--- config.mk ---
export PLATFORM = sky130hd
export DESIGN_NAME = csr_file
export DESIGN_NICKNAME = d
export VERILOG_FILES = /design/src/rtl/csr_file.sv
export SDC_FILE = /design/constraint.sdc
export NUM_CORES = 1
export LEC_CHECK = 0
export ABC_AREA = 1
export CORE_MARGIN = 2
export CORE_UTILIZATION = 35
export CTS_BUF_LIST = sky130_fd_sc_hd__clkbuf_16
export CTS_CLUSTER_SIZE = 16
export DETAILED_ROUTE_END_ITERATION = 16
export GPL_ROUTABILITY_DRIVEN = 1
export PLACE_DENSITY = 0.61
export RECOVER_POWER = 25
export SYNTH_ARGS = -nofsm -noshare
export SYNTH_HDL_FRONTEND = slang
export SYNTH_SLANG_ARGS = --single-unit
export TNS_END_PERCENT = 20
--- constraint.sdc ---
create_clock -name i_clk -period 7.9 [get_ports i_clk]
set_input_delay 0.79 -clock i_clk [delete_from_list [all_inputs] [get_ports i_clk]]
set_output_delay 0.79 -clock i_clk [all_outputs]
set_load 0.01 [all_outputs]
--- src/rtl/csr_file.sv ---
// csr_file: machine-mode CSR block for a single-hart RV32 core.
// Holds mstatus/mie/mtvec/mscratch/mepc/mcause, the mcycle/minstret counters,
// read-only misa/mhartid/mip, trap-entry and MRET side effects, and the
// interrupt-pending summary. Reads are combinational; updates land on the
// next rising edge of i_clk.
// Optional machine timer (mtime/mtimecmp/MTIP) is built when CSR_TIMER_EN is
// defined; otherwise 7C0-7C3 decode as unmapped and MTIP is tied low.
module csr_file #(
  parameter int unsigned     XLEN      = 32,
  parameter logic [XLEN-1:0] HARTID    = '0,
  parameter logic [XLEN-1:0] MISA_VAL  = 32'h4000_0100,
  parameter logic [XLEN-1:0] MTVEC_RST = '0,
  parameter int unsigned     MTIME_DIV = 1
) (
  input  logic            i_clk,
  input  logic            i_rst,
  input  logic            i_csr_en,
  input  logic [1:0]      i_csr_op,
  input  logic [11:0]     i_csr_addr,
  input  logic [XLEN-1:0] i_csr_wdata,
  output logic [XLEN-1:0] o_csr_rdata,
  output logic            o_csr_illegal,
  input  logic            i_instret,
  input  logic            i_trap,
  input  logic [XLEN-1:0] i_trap_pc,
  input  logic [XLEN-1:0] i_trap_cause,
  input  logic            i_mret,
  input  logic            i_ext_intr,
  input  logic            i_sw_intr,
  output logic [XLEN-1:0] o_mtvec,
  output logic [XLEN-1:0] o_mepc,
  output logic            o_intr_pending
);

  typedef enum logic [1:0] {
    OP_NONE  = 2'b00,
    OP_WRITE = 2'b01,
    OP_SET   = 2'b10,
    OP_CLEAR = 2'b11
  } csr_op_e;

  localparam logic [11:0] A_MSTATUS   = 12'h300;
  localparam logic [11:0] A_MISA      = 12'h301;
  localparam logic [11:0] A_MIE       = 12'h304;
  localparam logic [11:0] A_MTVEC     = 12'h305;
  localparam logic [11:0] A_MSCRATCH  = 12'h340;
  localparam logic [11:0] A_MEPC      = 12'h341;
  localparam logic [11:0] A_MCAUSE    = 12'h342;
  localparam logic [11:0] A_MIP       = 12'h344;
  localparam logic [11:0] A_MCYCLE    = 12'hB00;
  localparam logic [11:0] A_MCYCLEH   = 12'hB80;
  localparam logic [11:0] A_MINSTRET  = 12'hB02;
  localparam logic [11:0] A_MINSTRETH = 12'hB82;
  localparam logic [11:0] A_MHARTID   = 12'hF14;
  localparam logic [11:0] A_MTIME     = 12'h7C0;
  localparam logic [11:0] A_MTIMEH    = 12'h7C1;
  localparam logic [11:0] A_MTIMECMP  = 12'h7C2;
  localparam logic [11:0] A_MTIMECMPH = 12'h7C3;

  localparam logic [XLEN-1:0]   ALIGN_MASK = ~XLEN'(3);
  localparam logic [2*XLEN-1:0] CNT_ONE    = (2*XLEN)'(1);

  if (XLEN != 32) begin : g_bad_xlen
    $error("csr_file: only XLEN=32 is supported");
  end
  if (MTIME_DIV < 1 || MTIME_DIV > 255) begin : g_bad_div
    $error("csr_file: MTIME_DIV must be in 1..255");
  end

  // architectural state
  logic              mstatus_mie_q, mstatus_mie_d;
  logic              mstatus_mpie_q, mstatus_mpie_d;
  logic [2:0]        mie_q, mie_d;          // {MEIE, MTIE, MSIE}
  logic [XLEN-1:0]   mtvec_q, mtvec_d;
  logic [XLEN-1:0]   mscratch_q, mscratch_d;
  logic [XLEN-1:0]   mepc_q, mepc_d;
  logic [XLEN-1:0]   mcause_q, mcause_d;
  logic [2*XLEN-1:0] mcycle_q, mcycle_d;
  logic [2*XLEN-1:0] minstret_q, minstret_d;
  logic              mtip;

`ifdef CSR_TIMER_EN
  localparam logic [7:0] PRESC_MAX = 8'(MTIME_DIV - 1);
  logic [2*XLEN-1:0] mtime_q, mtime_d;
  logic [2*XLEN-1:0] mtimecmp_q, mtimecmp_d;
  logic [7:0]        presc_q, presc_d;
`endif

  // decoded request
  csr_op_e         op;
  logic [XLEN-1:0] rd_val;
  logic [XLEN-1:0] wval;
  logic            mapped;
  logic            wr_en;
  logic [XLEN-1:0] mstatus_rd, mie_rd, mip_rd;

  assign op = csr_op_e'(i_csr_op);

  // assemble the architecturally visible views of the packed registers
  always_comb begin
    mstatus_rd        = '0;
    mstatus_rd[12:11] = 2'b11;
    mstatus_rd[7]     = mstatus_mpie_q;
    mstatus_rd[3]     = mstatus_mie_q;
    mie_rd            = '0;
    mie_rd[11]        = mie_q[2];
    mie_rd[7]         = mie_q[1];
    mie_rd[3]         = mie_q[0];
    mip_rd            = '0;
    mip_rd[11]        = i_ext_intr;
    mip_rd[7]         = mtip;
    mip_rd[3]         = i_sw_intr;
  end

  // address decode and read mux
  always_comb begin
    rd_val = '0;
    mapped = 1'b1;
    case (i_csr_addr)
      A_MSTATUS:   rd_val = mstatus_rd;
      A_MISA:      rd_val = MISA_VAL;
      A_MIE:       rd_val = mie_rd;
      A_MTVEC:     rd_val = mtvec_q;
      A_MSCRATCH:  rd_val = mscratch_q;
      A_MEPC:      rd_val = mepc_q;
      A_MCAUSE:    rd_val = mcause_q;
      A_MIP:       rd_val = mip_rd;
      A_MCYCLE:    rd_val = mcycle_q[XLEN-1:0];
      A_MCYCLEH:   rd_val = mcycle_q[2*XLEN-1:XLEN];
      A_MINSTRET:  rd_val = minstret_q[XLEN-1:0];
      A_MINSTRETH: rd_val = minstret_q[2*XLEN-1:XLEN];
      A_MHARTID:   rd_val = HARTID;
`ifdef CSR_TIMER_EN
      A_MTIME:     rd_val = mtime_q[XLEN-1:0];
      A_MTIMEH:    rd_val = mtime_q[2*XLEN-1:XLEN];
      A_MTIMECMP:  rd_val = mtimecmp_q[XLEN-1:0];
      A_MTIMECMPH: rd_val = mtimecmp_q[2*XLEN-1:XLEN];
`endif
      default:     mapped = 1'b0;
    endcase
  end

  // write/set/clear value formed from the pre-write read value
  always_comb begin
    case (op)
      OP_WRITE: wval = i_csr_wdata;
      OP_SET:   wval = rd_val | i_csr_wdata;
      OP_CLEAR: wval = rd_val & ~i_csr_wdata;
      default:  wval = rd_val;
    endcase
    wr_en = i_csr_en && (op != OP_NONE) && mapped;
  end

  // next-state for core CSRs and counters
  always_comb begin
    mstatus_mie_d  = mstatus_mie_q;
    mstatus_mpie_d = mstatus_mpie_q;
    mie_d          = mie_q;
    mtvec_d        = mtvec_q;
    mscratch_d     = mscratch_q;
    mepc_d         = mepc_q;
    mcause_d       = mcause_q;
    mcycle_d       = mcycle_q + CNT_ONE;
    minstret_d     = minstret_q + {{(2*XLEN-1){1'b0}}, i_instret};
    if (wr_en) begin
      case (i_csr_addr)
        A_MSTATUS: begin
          mstatus_mie_d  = wval[3];
          mstatus_mpie_d = wval[7];
        end
        A_MIE:       mie_d      = {wval[11], wval[7], wval[3]};
        A_MTVEC:     mtvec_d    = wval & ALIGN_MASK;
        A_MSCRATCH:  mscratch_d = wval;
        A_MEPC:      mepc_d     = wval & ALIGN_MASK;
        A_MCAUSE:    mcause_d   = wval;
        A_MCYCLE:    mcycle_d   = {mcycle_q[2*XLEN-1:XLEN], wval};
        A_MCYCLEH:   mcycle_d   = {wval, mcycle_q[XLEN-1:0]};
        A_MINSTRET:  minstret_d = {minstret_q[2*XLEN-1:XLEN], wval};
        A_MINSTRETH: minstret_d = {wval, minstret_q[XLEN-1:0]};
        default: ;
      endcase
    end
    // Later assignments win: trap over MRET over CSR write, per field only.
    if (i_mret) begin
      mstatus_mie_d  = mstatus_mpie_q;
      mstatus_mpie_d = 1'b1;
    end
    if (i_trap) begin
      mstatus_mpie_d = mstatus_mie_q;
      mstatus_mie_d  = 1'b0;
      mepc_d         = i_trap_pc & ALIGN_MASK;
      mcause_d       = i_trap_cause;
    end
  end

  // core CSR and counter registers
  always_ff @(posedge i_clk or posedge i_rst) begin
    if (i_rst) begin
      mstatus_mie_q  <= 1'b0;
      mstatus_mpie_q <= 1'b0;
      mie_q          <= '0;
      mtvec_q        <= MTVEC_RST;
      mscratch_q     <= '0;
      mepc_q         <= '0;
      mcause_q       <= '0;
      mcycle_q       <= '0;
      minstret_q     <= '0;
    end else begin
      mstatus_mie_q  <= mstatus_mie_d;
      mstatus_mpie_q <= mstatus_mpie_d;
      mie_q          <= mie_d;
      mtvec_q        <= mtvec_d;
      mscratch_q     <= mscratch_d;
      mepc_q         <= mepc_d;
      mcause_q       <= mcause_d;
      mcycle_q       <= mcycle_d;
      minstret_q     <= minstret_d;
    end
  end

`ifdef CSR_TIMER_EN
  // prescaled mtime tick, CSR writes to timer halves override the tick
  always_comb begin
    presc_d    = presc_q + 8'd1;
    mtime_d    = mtime_q;
    mtimecmp_d = mtimecmp_q;
    if (presc_q == PRESC_MAX) begin
      presc_d = '0;
      mtime_d = mtime_q + CNT_ONE;
    end
    if (wr_en) begin
      case (i_csr_addr)
        A_MTIME:     mtime_d    = {mtime_q[2*XLEN-1:XLEN], wval};
        A_MTIMEH:    mtime_d    = {wval, mtime_q[XLEN-1:0]};
        A_MTIMECMP:  mtimecmp_d = {mtimecmp_q[2*XLEN-1:XLEN], wval};
        A_MTIMECMPH: mtimecmp_d = {wval, mtimecmp_q[XLEN-1:0]};
        default: ;
      endcase
    end
  end

  // timer registers
  always_ff @(posedge i_clk or posedge i_rst) begin
    if (i_rst) begin
      presc_q    <= '0;
      mtime_q    <= '0;
      mtimecmp_q <= '1;
    end else begin
      presc_q    <= presc_d;
      mtime_q    <= mtime_d;
      mtimecmp_q <= mtimecmp_d;
    end
  end

  assign mtip = (mtime_q >= mtimecmp_q);
`else
  assign mtip = 1'b0;
`endif

  assign o_csr_rdata    = rd_val;
  assign o_csr_illegal  = i_csr_en & ~mapped;
  assign o_mtvec        = mtvec_q;
  assign o_mepc         = mepc_q;
  assign o_intr_pending = mstatus_mie_q & |(mip_rd & mie_rd);

endmodule

After elaboration in Yosys (flattened, before gate mapping)

Index checks and enable logic that the tools add are counted.

Bits in registers: 259
Input port bits: 118
Output and inout port bits: 98

$add $sub $neg: 2
Eq/ne operators: 20
Muxes and demuxes: 21
Bitwise logic cells: 7
Reductions and logical operators: 16

Operators by type and width:

| operator              | count |
|---|---|
| $pmux 32 s12          | 1 |
| $pmux 64 s2           | 2 |
| $mux 32               | 6 |
| $mux 64               | 2 |
| $eq 12x10->1 const B  | 8 |
| $pmux 32 s3           | 1 |
| $add 64x1->64         | 1 |
| $add 64x1->64 const B | 1 |
| $eq 12x12->1 const B  | 5 |
| $and 32x32->32        | 1 |
| $not 32->32           | 1 |
| $or 32x32->32         | 1 |
| $reduce_or 32->1      | 1 |
| $reduce_or 13->1      | 1 |
| $and 12x12->12        | 1 |
| $reduce_and 2->1      | 6 |
| $mux 1                | 9 |
| $ne 2x2->1 const B    | 4 |
| $reduce_bool 2->1     | 4 |
| $reduce_bool 3->1     | 2 |
| $eq 2x2->1 const B    | 2 |
| $and 1x1->1           | 2 |
| $eq 2x1->1 const B    | 1 |
| $logic_and 1x1->1     | 2 |
| $not 1->1             | 1 |

Depth between registers and ports, before layout

Depth in word-level cells: 8
Depth in mapped cells: 17

Least setup slack after synthesis

Ideal clock, no wire load.

Kind: in2out
Start point: input i_csr_addr[9]
End point: output o_csr_rdata[8]
Data arrival time: 2081 ps
Setup slack: 5029 ps
Stages on the path: 10
Cell sequence: nand2_1 inv_2 nand2_2 nor2_4 nand2_1 buf_2 buf_2 nor2_1 nor4_1 o2111ai_1

Longest elaborated chain between the ends: 2
Elaborated cells between the ends (all ways): 13
Classes of those cells: eq/ne: 12; mux: 1

Ends and longest elaborated chain:

| what                                         | RTL line | source |
|---|---|---|
| start: declaration                           | 19       | `input logic [11:0] i_csr_addr,` |
| $eq 12x12->1 or $eq 12x10->1 (tied branches) | 119      | `case (i_csr_addr)` |
| $pmux 32 s12 (*)                             | 119      |  |
| end: declaration                             | 21       | `output logic [XLEN-1:0] o_csr_rdata,` |

Every way passes the cells marked *; elsewhere a longest branch is shown, timed or not.

Final worst setup path

Start point: input i_csr_addr[5]
End point: output o_csr_rdata[5]

Same word-level chain as after synthesis.

==> metrics.cfg <==
[worst_setup_path]
path_class = input port to output port
cp_max_fo = 17
cp_slowest_cell = o21ai_0
cp.required_ns = 7.11
slowest_delay_ns = 1.01
cp-start-kind = input port
critPathTopFamily = buffers and inverters
cp_num_buf_inv = 3
critPathCaptureType = output port
crit_top_cell = nor2_1
worstPathArrival_ns = 4.29
path_cells = clkdlybuf4s50_1 > nor2_1 > nand2_2 > nor2_1 > nand2_1 > buf_4 > o21ai_0 > nor2_1 > nand2_1 > clkdlybuf4s50_1

[clocking]
cts_resized = 0
clk_latency_ns = 0.58
root_buffer = clkbuf_16
clk_pin_slew_ns = 0.06
clockBufferDepth = 3
clock_sinks = 257
htreeDepth = 2
cts_buffers = 35
cts_tree = yes
holdBufCountCts = 0
post_cts_buffers = 0

[pwr]
p_leak_uw = 0.01026
pwr-share-clk = 0.439
ir_drop_mv = 0.1199
swShare = 0.3095
power_density_nw_per_um2 = 155.8
p_sw_uw = 1041
seqPwrFrac = 0.426
intPower_uw = 2322
combPwrFrac = 0.135

[placement]
portBuffers = 209
hpwl_um = 75890
dpl_worst_slack_ns = 2.505
detailed_place.area_um2 = 20610
gp_congestion = 1.041

[sta]
drv_slew = 76
finalClockSkew_ns = 0.03115
setup_viol = 0
worst_slack_ns = 2.820
tightestPinTransition_ns = 3.849
rsz0062_at_grt = no
max_slew_margin = -1.580
period_needed_ns = 5.080
max_freq_ghz = 0.1968
post-route-period-util = 0.6431
tns_ns = 0
final-hold-violation-count = 0

[global_routing]
antenna_found_initial = 2
globalRouteTotalUtil = 0.3718
overflow = 0
grt_max_degree = 76
grt_pass1_vias = 19710
grt_pass1_wl_um = 141200

[routing]
remaining_drc_errors = 0
wl_um = 100600
wl_per_cell_um = 27.30
via_per_inst = 5.706
postRouteAntennaNets = 0
vias = 21020
drtPass1Iterations = 6
drt_iter0_markers = 2947

[synth]
ys_ff_latch = 257
synth_top_area_share = 0.3575
synth-edff-count = 0
synth_area_um2 = 17990
synthDistinctLibCells = 42
yosysTopAreaCell = dfrtp_1
postSynthCellCount = 2822
synthArstFlopShare = 1.000
synth.yosys.seq_area_share = 0.3575
syn_avg_cell_area_um2 = 6.374
yosys-top-cells-area = dfrtp_1 (36%), nand2_1 (22%), nand3_1 (6.7%)
synth_top_flop_cell = dfrtp_1
yosysWarnings = 0

[layout]
drive_gt1_frac = 0.03863
area_growth_pct = 20.05
stdcell_area_um2 = 21590
nNetsFinal = 3109
nFillCells = 5522

[die]
coreArea_um2 = 51090
rows = 83
dieArea_um2 = 53220
die_h_um = 230.7
die-width_um = 230.7
initial_utilization = 0.3520
ios = 216

[worst_hold_path]
worstHoldPathType = flop to flop

[outcome]
status = complete, but fails checks
violations = max-capacitance violations, max-slew violations

[flow_run]
maxCapViolCount = 1

## path summary, 6_finish.rpt
kind	from	endpoint	slack (ns)	depth (start not counted)
worst max-delay path	i_csr_addr[5]	o_csr_rdata[5]	2.82	10
worst min-delay path	mscratch_q[14]	mscratch_q[14]	0.48	2
max in group asynchronous	i_rst	o_mtvec[4]	3.86	3
worst max register to register	minstret_q[0]	minstret_q[28]	4.85	10
min in group asynchronous	i_rst	minstret_q[2]	1.78	2
worst min register to register	mscratch_q[14]	mscratch_q[14]	0.48	2
## cell type report
type,instances,area (µm²),area share
timing repair buffer,229,2237,0.1036
clock buffer,35,875.8,0.04056
multi-input combinational,2196,10080,0.4667
antenna,1,2.502,0.0001159
sequential,257,6431,0.2978
tap,680,850.8,0.03940
inverter,269,1011,0.04682
clock inverter,17,107.6,0.004983
## cells by family (layout without fill, tap and decap cells)
| family | Yosys count | count (layout) | share of synthesized area |
|---|---|---|---|
| XOR/XNOR | 98 | 98 | 0.04772 |
| buffers and inverters | 372 | 550 | 0.08326 |
| adder cells (fa/ha/maj) | 3 | 3 | 0.002087 |
| other | 1 | 5 | 0.0002085 |
| AND/OR/NAND/NOR | 1795 | 1795 | 0.4157 |
| flip-flops | 257 | 257 | 0.3575 |
| AO/OA/AOI/OAI | 296 | 296 | 0.09349 |
## power groups by stage
stage	clock [µW]	sequential, µW	combinational [µW]
final	1480	1430	454
after global routing	1520	1440	484
after CTS	1480	1430	447
after detailed placement	0	1450	446
after global placement	0	1450	440
after floorplan	0	1430	204
## per-stage QoR
step,instances,total power (µW),hold WS (ns),util
floorplan,2825,1638,0.4422,-
finish,3684,3363,0.4753,0.4226
detailed placement,3631,1897,0.4585,0.4035
CTS,3683,3352,0.4711,0.4227
global placement,3631,1892,0.4602,0.4035
global route,3683,3443,0.4993,0.4226
## synth_stat cells, types with 2 or more instances
master and number:
o22ai_1 20, ha_1 3, a21oi_1 10, xnor2_1 15
dfrtp_1 257, o21ai_0 168, nand2_2 15, nand3_2 6
inv_1 260, nand3_4 3, or2_2 2, o211ai_1 57
nor2_1 320, nor4_1 6, nor2_4 6, a31oi_1 2
nor3_1 69, nand3_1 241, nor2_2 12, nand4_1 39
a221oi_1 2, xor2_1 83, buf_4 12, clkbuf_1 50
nand2_1 1064, inv_2 8, nor3b_1 2, buf_2 39
o21ai_1 31, nand3b_1 8
## sequential cells by signal, summed over array words and instances (netlist names)
register        cells
mstatus_mie_q       1
mscratch_q         32
mcycle_q           64
minstret_q         64
mcause_q           32
o_mtvec            30
mie_q               3
mstatus_mpie_q      1
o_mepc             30
## worst reg2reg max path: stages, from the launching register on
cell,delay (ns)
dfrtp_1,0.45
ha_1,0.31
ha_1,0.35
nand2_1,0.16
nor3_1,0.92
nand2_1,0.26
xor2_1,0.21
inv_1,0.05
nand2_1,0.06
nand2_1,0.05
o21ai_1,0.15
## cell usage in the layout, fill, tap and decap left out, types with 7 or more instances in the layout
cell                n
inv_2               8
inv_1             265
nor2_2             12
nand4_1            39
clkdlybuf4s50_1   207
o21ai_1            31
xnor2_1            15
nand3b_1            8
nor2_1            320
buf_4              20
dfrtp_1           257
clkinv_1            7
nand3_1           241
o211ai_1           57
a21oi_1            10
nor3_1             69
nand2_2            15
clkbuf_16          35
nand2_1          1064
o22ai_1            20
xor2_1             83
o21ai_0           168
## per-layer routing
| layer | routed length (µm) | up-vias | share of wire | GRT usage |
|---|---|---|---|---|
| met3 | 10310 | 256 | 0.10 | 0.07955 |
| met1 | 41140 | 10070 | 0.41 | 0.5035 |
| met2 | 42830 | 1363 | 0.43 | 0.5537 |
| met4 | 6298 | 2 | 0.063 | 0.1992 |
| li1 | - | 9331 | - | - |
| met5 | 10 | - | 0.000099 | 0 |
Power figures use the tool's default switching activity.
